`src/rtl/alu_pkg.sv`:
```
// Shared definitions for the ALU request issuer: opcodes, data width,
// FSM state encodings and the buffered request record.
`timescale 1ns/1ps
package alu_pkg;

    localparam int DATA_W = 16;

    localparam logic [3:0] OP_LE  = 4'd4;
    localparam logic [3:0] OP_XOR = 4'd5;

    // Issuer FSM states, kept as plain constants so older code can compare raw codes
    typedef logic [1:0] state_t;
    localparam state_t ST_IDLE  = 2'd0;
    localparam state_t ST_ISSUE = 2'd1;
    localparam state_t ST_RESP  = 2'd2;

    typedef struct packed {
        logic [3:0]        opcode;
        logic [DATA_W-1:0] a;
        logic [DATA_W-1:0] b;
    } alu_req_t;

    // True for opcodes the external ALU actually implements
    function automatic logic is_supported(input logic [3:0] op);
        return (op == OP_LE) || (op == OP_XOR);
    endfunction

endpackage

```
`src/rtl/alu_req_fifo.sv`:
```
// Request FIFO for the issuer. Push is refused when full even if a pop
// happens in the same cycle, so the full flag never depends on the pop.
`timescale 1ns/1ps
module alu_req_fifo
    import alu_pkg::*;
#(
    parameter int DEPTH = 4
) (
    input  logic                   clk,
    input  logic                   rst_n,
    input  logic                   push,
    input  alu_req_t               push_data,
    input  logic                   pop,
    output alu_req_t               pop_data,
    output logic                   full,
    output logic                   empty,
    output logic [$clog2(DEPTH):0] count
);

    localparam int PTR_W = $clog2(DEPTH);
    localparam int CNT_W = $clog2(DEPTH) + 1;

    alu_req_t   mem [DEPTH];
    logic [PTR_W-1:0] wr_ptr;
    logic [PTR_W-1:0] rd_ptr;
    logic push_ok;
    logic pop_ok;

    assign full     = (count == CNT_W'(DEPTH));
    assign empty    = (count == '0);
    assign push_ok  = push && !full;
    assign pop_ok   = pop && !empty;
    assign pop_data = mem[rd_ptr];

    // Storage write; contents need no reset because count gates every read
    always_ff @(posedge clk) begin
        if (push_ok) begin
            mem[wr_ptr] <= push_data;
        end
    end

    // Pointers wrap naturally since DEPTH is a power of two; count tracks occupancy
    always_ff @(posedge clk or negedge rst_n) begin
        if (!rst_n) begin
            wr_ptr <= '0;
            rd_ptr <= '0;
            count  <= '0;
        end else begin
            if (push_ok) begin
                wr_ptr <= wr_ptr + 1'b1;
            end
            if (pop_ok) begin
                rd_ptr <= rd_ptr + 1'b1;
            end
            case ({push_ok, pop_ok})
                2'b10:   count <= count + 1'b1;
                2'b01:   count <= count - 1'b1;
                default: count <= count;
            endcase
        end
    end

endmodule

```
`src/rtl/alu_req_issuer.sv`:
```
// Accepts ALU requests into a FIFO, drives them one at a time to an external
// combinational ALU and returns each result on a ready/valid response channel.
// Unsupported opcodes skip the ALU and answer directly with an error flag.
`timescale 1ns/1ps
module alu_req_issuer
    import alu_pkg::*;
#(
    parameter int DEPTH = 4
) (
    input  logic              clk,
    input  logic              rst_n,
    input  logic              req_valid,
    output logic              req_ready,
    input  logic [3:0]        req_opcode,
    input  logic [DATA_W-1:0] req_a,
    input  logic [DATA_W-1:0] req_b,
    output logic [3:0]        alu_opcode,
    output logic [DATA_W-1:0] alu_a,
    output logic [DATA_W-1:0] alu_b,
    input  logic [DATA_W-1:0] alu_result,
    output logic              rsp_valid,
    input  logic              rsp_ready,
    output logic [DATA_W-1:0] rsp_result,
    output logic [3:0]        rsp_opcode,
    output logic              rsp_err
);

    state_t   state;
    alu_req_t fifo_in;
    alu_req_t fifo_head;
    logic     fifo_push;
    logic     fifo_pop;
    logic     fifo_full;
    logic     fifo_empty;
    logic [$clog2(DEPTH):0] fifo_count;

    // Ready is held low during reset so nothing is taken while the FIFO is cleared
    assign req_ready = rst_n && !fifo_full;
    assign fifo_push = req_valid && req_ready;
    assign fifo_in   = '{opcode: req_opcode, a: req_a, b: req_b};

    // Empty flag and zero count must agree before a head entry is trusted
    assign fifo_pop  = (state == ST_IDLE) && !fifo_empty && (fifo_count != '0);

    assign rsp_valid = (state == ST_RESP);

    alu_req_fifo #(
        .DEPTH(DEPTH)
    ) u_fifo (
        .clk      (clk),
        .rst_n    (rst_n),
        .push     (fifo_push),
        .push_data(fifo_in),
        .pop      (fifo_pop),
        .pop_data (fifo_head),
        .full     (fifo_full),
        .empty    (fifo_empty),
        .count    (fifo_count)
    );

    // Issue FSM: pop in IDLE, sample the ALU in ISSUE, hold the response in RESP
    always_ff @(posedge clk or negedge rst_n) begin
        if (!rst_n) begin
            state      <= ST_IDLE;
            alu_opcode <= '0;
            alu_a      <= '0;
            alu_b      <= '0;
            rsp_result <= '0;
            rsp_opcode <= '0;
            rsp_err    <= 1'b0;
        end else begin
            case (state)
                ST_IDLE: begin
                    if (fifo_pop) begin
                        if (is_supported(fifo_head.opcode)) begin
                            alu_opcode <= fifo_head.opcode;
                            alu_a      <= fifo_head.a;
                            alu_b      <= fifo_head.b;
                            state      <= ST_ISSUE;
                        end else begin
                            rsp_result <= '0;
                            rsp_err    <= 1'b1;
                            rsp_opcode <= fifo_head.opcode;
                            state      <= ST_RESP;
                        end
                    end
                end
                ST_ISSUE: begin
                    rsp_result <= alu_result;
                    rsp_err    <= 1'b0;
                    rsp_opcode <= alu_opcode;
                    state      <= ST_RESP;
                end
                ST_RESP: begin
                    if (rsp_ready) begin
                        state <= ST_IDLE;
                    end
                end
                default: state <= ST_IDLE;
            endcase
        end
    end

endmodule
```
`config.mk`:
```
export PLATFORM = sky130hd
export DESIGN_NAME = alu_req_issuer
export DESIGN_NICKNAME = d
export VERILOG_FILES = /design/src/rtl/alu_pkg.sv /design/src/rtl/alu_req_fifo.sv /design/src/rtl/alu_req_issuer.sv
export SDC_FILE = /design/constraint.sdc
export NUM_CORES = 1
export LEC_CHECK = 0
export CAP_MARGIN = 25
export CORE_ASPECT_RATIO = 1.1
export CORE_MARGIN = 5
export CORE_UTILIZATION = 35
export DETAILED_ROUTE_END_ITERATION = 10
export SETUP_SLACK_MARGIN = 0.5
export SLEW_MARGIN = 30
export SYNTH_ARGS = -nofsm -noshare
export SYNTH_HDL_FRONTEND = slang
export SYNTH_SLANG_ARGS = --single-unit
```
`constraint.sdc`:
```
create_clock -name clk -period 2.3 [get_ports clk]
set_clock_uncertainty 0.2 [all_clocks]
set_input_delay 0.345 -clock clk [delete_from_list [all_inputs] [get_ports clk]]
set_output_delay 0.345 -clock clk [all_outputs]
set_load 0.005 [all_outputs]
```
==> results.sh <==
export IMPL_post_route_min_period_ps=2280
export IMPL_antenna_found_initial=0
export IMPL_cts_root_buffer="clkbuf_16"
export IMPL_setup_viol=0
export IMPL_clock_latency_ps=490
export IMPL_drtPass1Iterations=4
export IMPL_finalHoldViolCount=0
export IMPL_final_util_pct=51.4
export IMPL_final_cells=927
export IMPL_crit_family="multiplexers"
export IMPL_floorplan_rows=57
export IMPL_whs_path_depth=3
export IMPL_yosys_warnings=0
export IMPL_rsz0062_at_grt="yes"
export IMPL_ys_seq_area_share_pct=75.3
export IMPL_yosys_area_top_type="edfxtp_1"
export IMPL_worstPathCellList="nand2b_4 -> mux4_2 -> nor3b_4 -> buf_6 -> clkbuf_16 -> mux2_4"
export IMPL_grt_max_degree=44
export IMPL_setup_slack_ps=24.7
export IMPL_die_h_um=168
export IMPL_drv_cap=0
export IMPL_gr_total_overflow=0
export IMPL_drc_errors=0
export IMPL_drive_above_1_share_pct=36.7
export IMPL_area_growth_pct=43.7
export IMPL_hpwl_um=10700
export IMPL_core_area_mm2=0.0222
export IMPL_r2r_cells=6
export IMPL_ant_nets=0
export IMPL_synth_area_mm2=0.00794
export IMPL_mostFrequentLayoutCell="edfxtp_1"
export IMPL_yosys_top_cells_area="edfxtp_1 54%, dfrtp_1 21%, mux4_2 10%"
export IMPL_start_util_pct=35.8
export IMPL_place_congestion=0.747
export IMPL_wire_per_inst_um=20.4
export IMPL_cts_tree="yes"
export IMPL_fin_crit_sh_pct=98.9
export IMPL_gr_usage_all_layers_pct=13.5
export IMPL_syn_area_per_cell_um2=19.4
export IMPL_fmax_ghz=0.440
export IMPL_cellPowerDensity_mw_per_mm2=1190
export IMPL_grt_pass1_wl_um=27400
export IMPL_htreeDepth=1
export IMPL_dieArea_mm2=0.0258
export IMPL_pre_cts_ws_ps=11.7
export IMPL_numClockSinks=210
export IMPL_cp_start_kind="flop"
export IMPL_first_global_vias=4774
export IMPL_clkTransAtPathRegs_ps=60
export IMPL_mostFrequentLayoutCells="144 x edfxtp_1, 62 x dfrtp_1, 57 x dlygate4sd2_1, 54 x clkdlybuf4s50_1"
export IMPL_worstPathRequired_ps=2470
export IMPL_ys_seq_elements=210
export IMPL_worst_pin_slew_ps=632
export IMPL_synth_cell_types=34
export IMPL_syn_nets=471
export IMPL_dp_cells=824
export IMPL_fin_setup_tns_ps=0
export IMPL_vias=4442
export IMPL_hp_class="in2reg"
export IMPL_num_antenna_cells=0
export IMPL_slowest_stage="mux4_2"
export IMPL_io_pin_count=115
export IMPL_dieWidth_um=154
export IMPL_cp_depth=6
export IMPL_synth_top_area_share_pct=54.5
export IMPL_maxSlewViolCount=0
export IMPL_p_leak_uw=0.00441
export IMPL_final_nets=678
export IMPL_slowest_delay_ps=500
export IMPL_endpoint_kind="flop"
export IMPL_crit_buf_inv=2
export IMPL_cp_max_fo=5
export IMPL_crit_type="reg2reg"
export IMPL_syn_inst=409
export IMPL_viasPerCell=4.79
export IMPL_cts_buffers=23
export IMPL_wl_um=18900
export IMPL_drt_iter0_markers=212
export IMPL_power_uw=13600
export IMPL_maxSlewHeadroom_pct=57.7
export IMPL_outcome="completed"
export IMPL_place_port_buffers=114
export IMPL_cts_buffer_depth=3
export IMPL_ir_worst_vdd_mv=0.749
export IMPL_worstPathArrival_ps=2450
[stage by stage]
step                area [µm²]  hold slack (ps)
detailed placement        9720              241
floorplan                 8040             -151
global placement          9720              244
global route             11400              201
finish                   11400              211
CTS                      10800              178
[where the power goes]
group,leakage [µW],total (µW),switching [µW],internal (µW)
Sequential,0.00212,5250,385,4860
Combinational,0.00192,4890,2080,2810
Clock,0.000362,3490,1380,2100
[state kept, by name (all words and copies together) (netlist names)]
register,cells
state,2
u_fifo.count,3
alu_opcode,4
u_fifo.rd_ptr,2
u_fifo.mem,144
alu_a,16
rsp_err,1
u_fifo.wr_ptr,2
rsp_opcode,4
alu_b,16
rsp_result,16
[worst reg2reg max path, delay by kind of cell (launching register included)]
family | cells | cell delay (ps)
mux | 2 | 800
buf+inv | 2 | 370
simple gates | 2 | 380
flops | 1 | 400
[layout make-up]
class	instances	area [µm²]
Clock buffer	37	708
Clock inverter	4	28.8
Fill cell	1835	10800
Inverter	8	32.5
Multi-Input combinational cell	179	2190
Sequential cell	210	5980
Tap cell	295	369
Timing Repair Buffer	194	2090
[final timing paths]
path,start,endpoint,slack (ps)
worst max register to register,u_fifo.mem[1][35],alu_a[6],20
worst min-delay path,alu_result[0],rsp_result[0],210
max in group asynchronous,rst_n,u_fifo.count[0],880
min in group asynchronous,rst_n,alu_b[12],260
worst min register to register,alu_opcode[2],alu_opcode[2],280
worst max-delay path,u_fifo.mem[1][35],alu_a[6],20
[cells in the mapped netlist]
cell,number
o21ai_0,18
nand3_1,2
nor2_1,2
ha_1,5
mux4_2,37
buf_8,2
mux2_2,5
and3_1,4
nand2_1,37
o211ai_1,2
xnor2_1,3
and2_1,1
or3_1,2
edfxtp_1,144
buf_6,2
xor2_1,3
dfrtp_1,66
buf_2,5
o21a_1,2
a31oi_1,1
fa_1,1
clkbuf_1,9
mux2_1,29
nor3b_2,1
or2_1,1
inv_1,8
a22oi_1,2
nand2b_1,5
nor3_2,1
nor3_1,1
a211o_1,1
a2bb2oi_1,2
mux2i_1,1
nor2b_1,4
[repair_timing]
action | in CTS | in global routing
hold endpoints to repair | 23 | 0
hold buffers | 1 | 0
pin swaps | 17 | 16
endpoints found under the setup margin | 242 | 139
cloned | 5 | 14
buffers inserted | 22 | 20
gates resized for setup | 123 | 54
[metal layers]
layer	GRT usage [%]	routed length [µm]	vias up
met5	0	0	-
met4	3.00	327	0
met3	2.90	910	29
met2	24.7	9800	112
met1	16.4	7900	2284
li1	-	-	2017
[cell families after synthesis]
logic type,Yosys count,share of synthesized area [%]
AOI/OAI and AO/OA,28,2.11
xor gates and xnor gates,6,0.662
adders and majority gates,6,1.04
buffers and inverters,26,1.78
DFF,210,75.3
muxes,72,15.5
and+or+nand+nor,61,3.66
(Power assumes the default switching activity.)
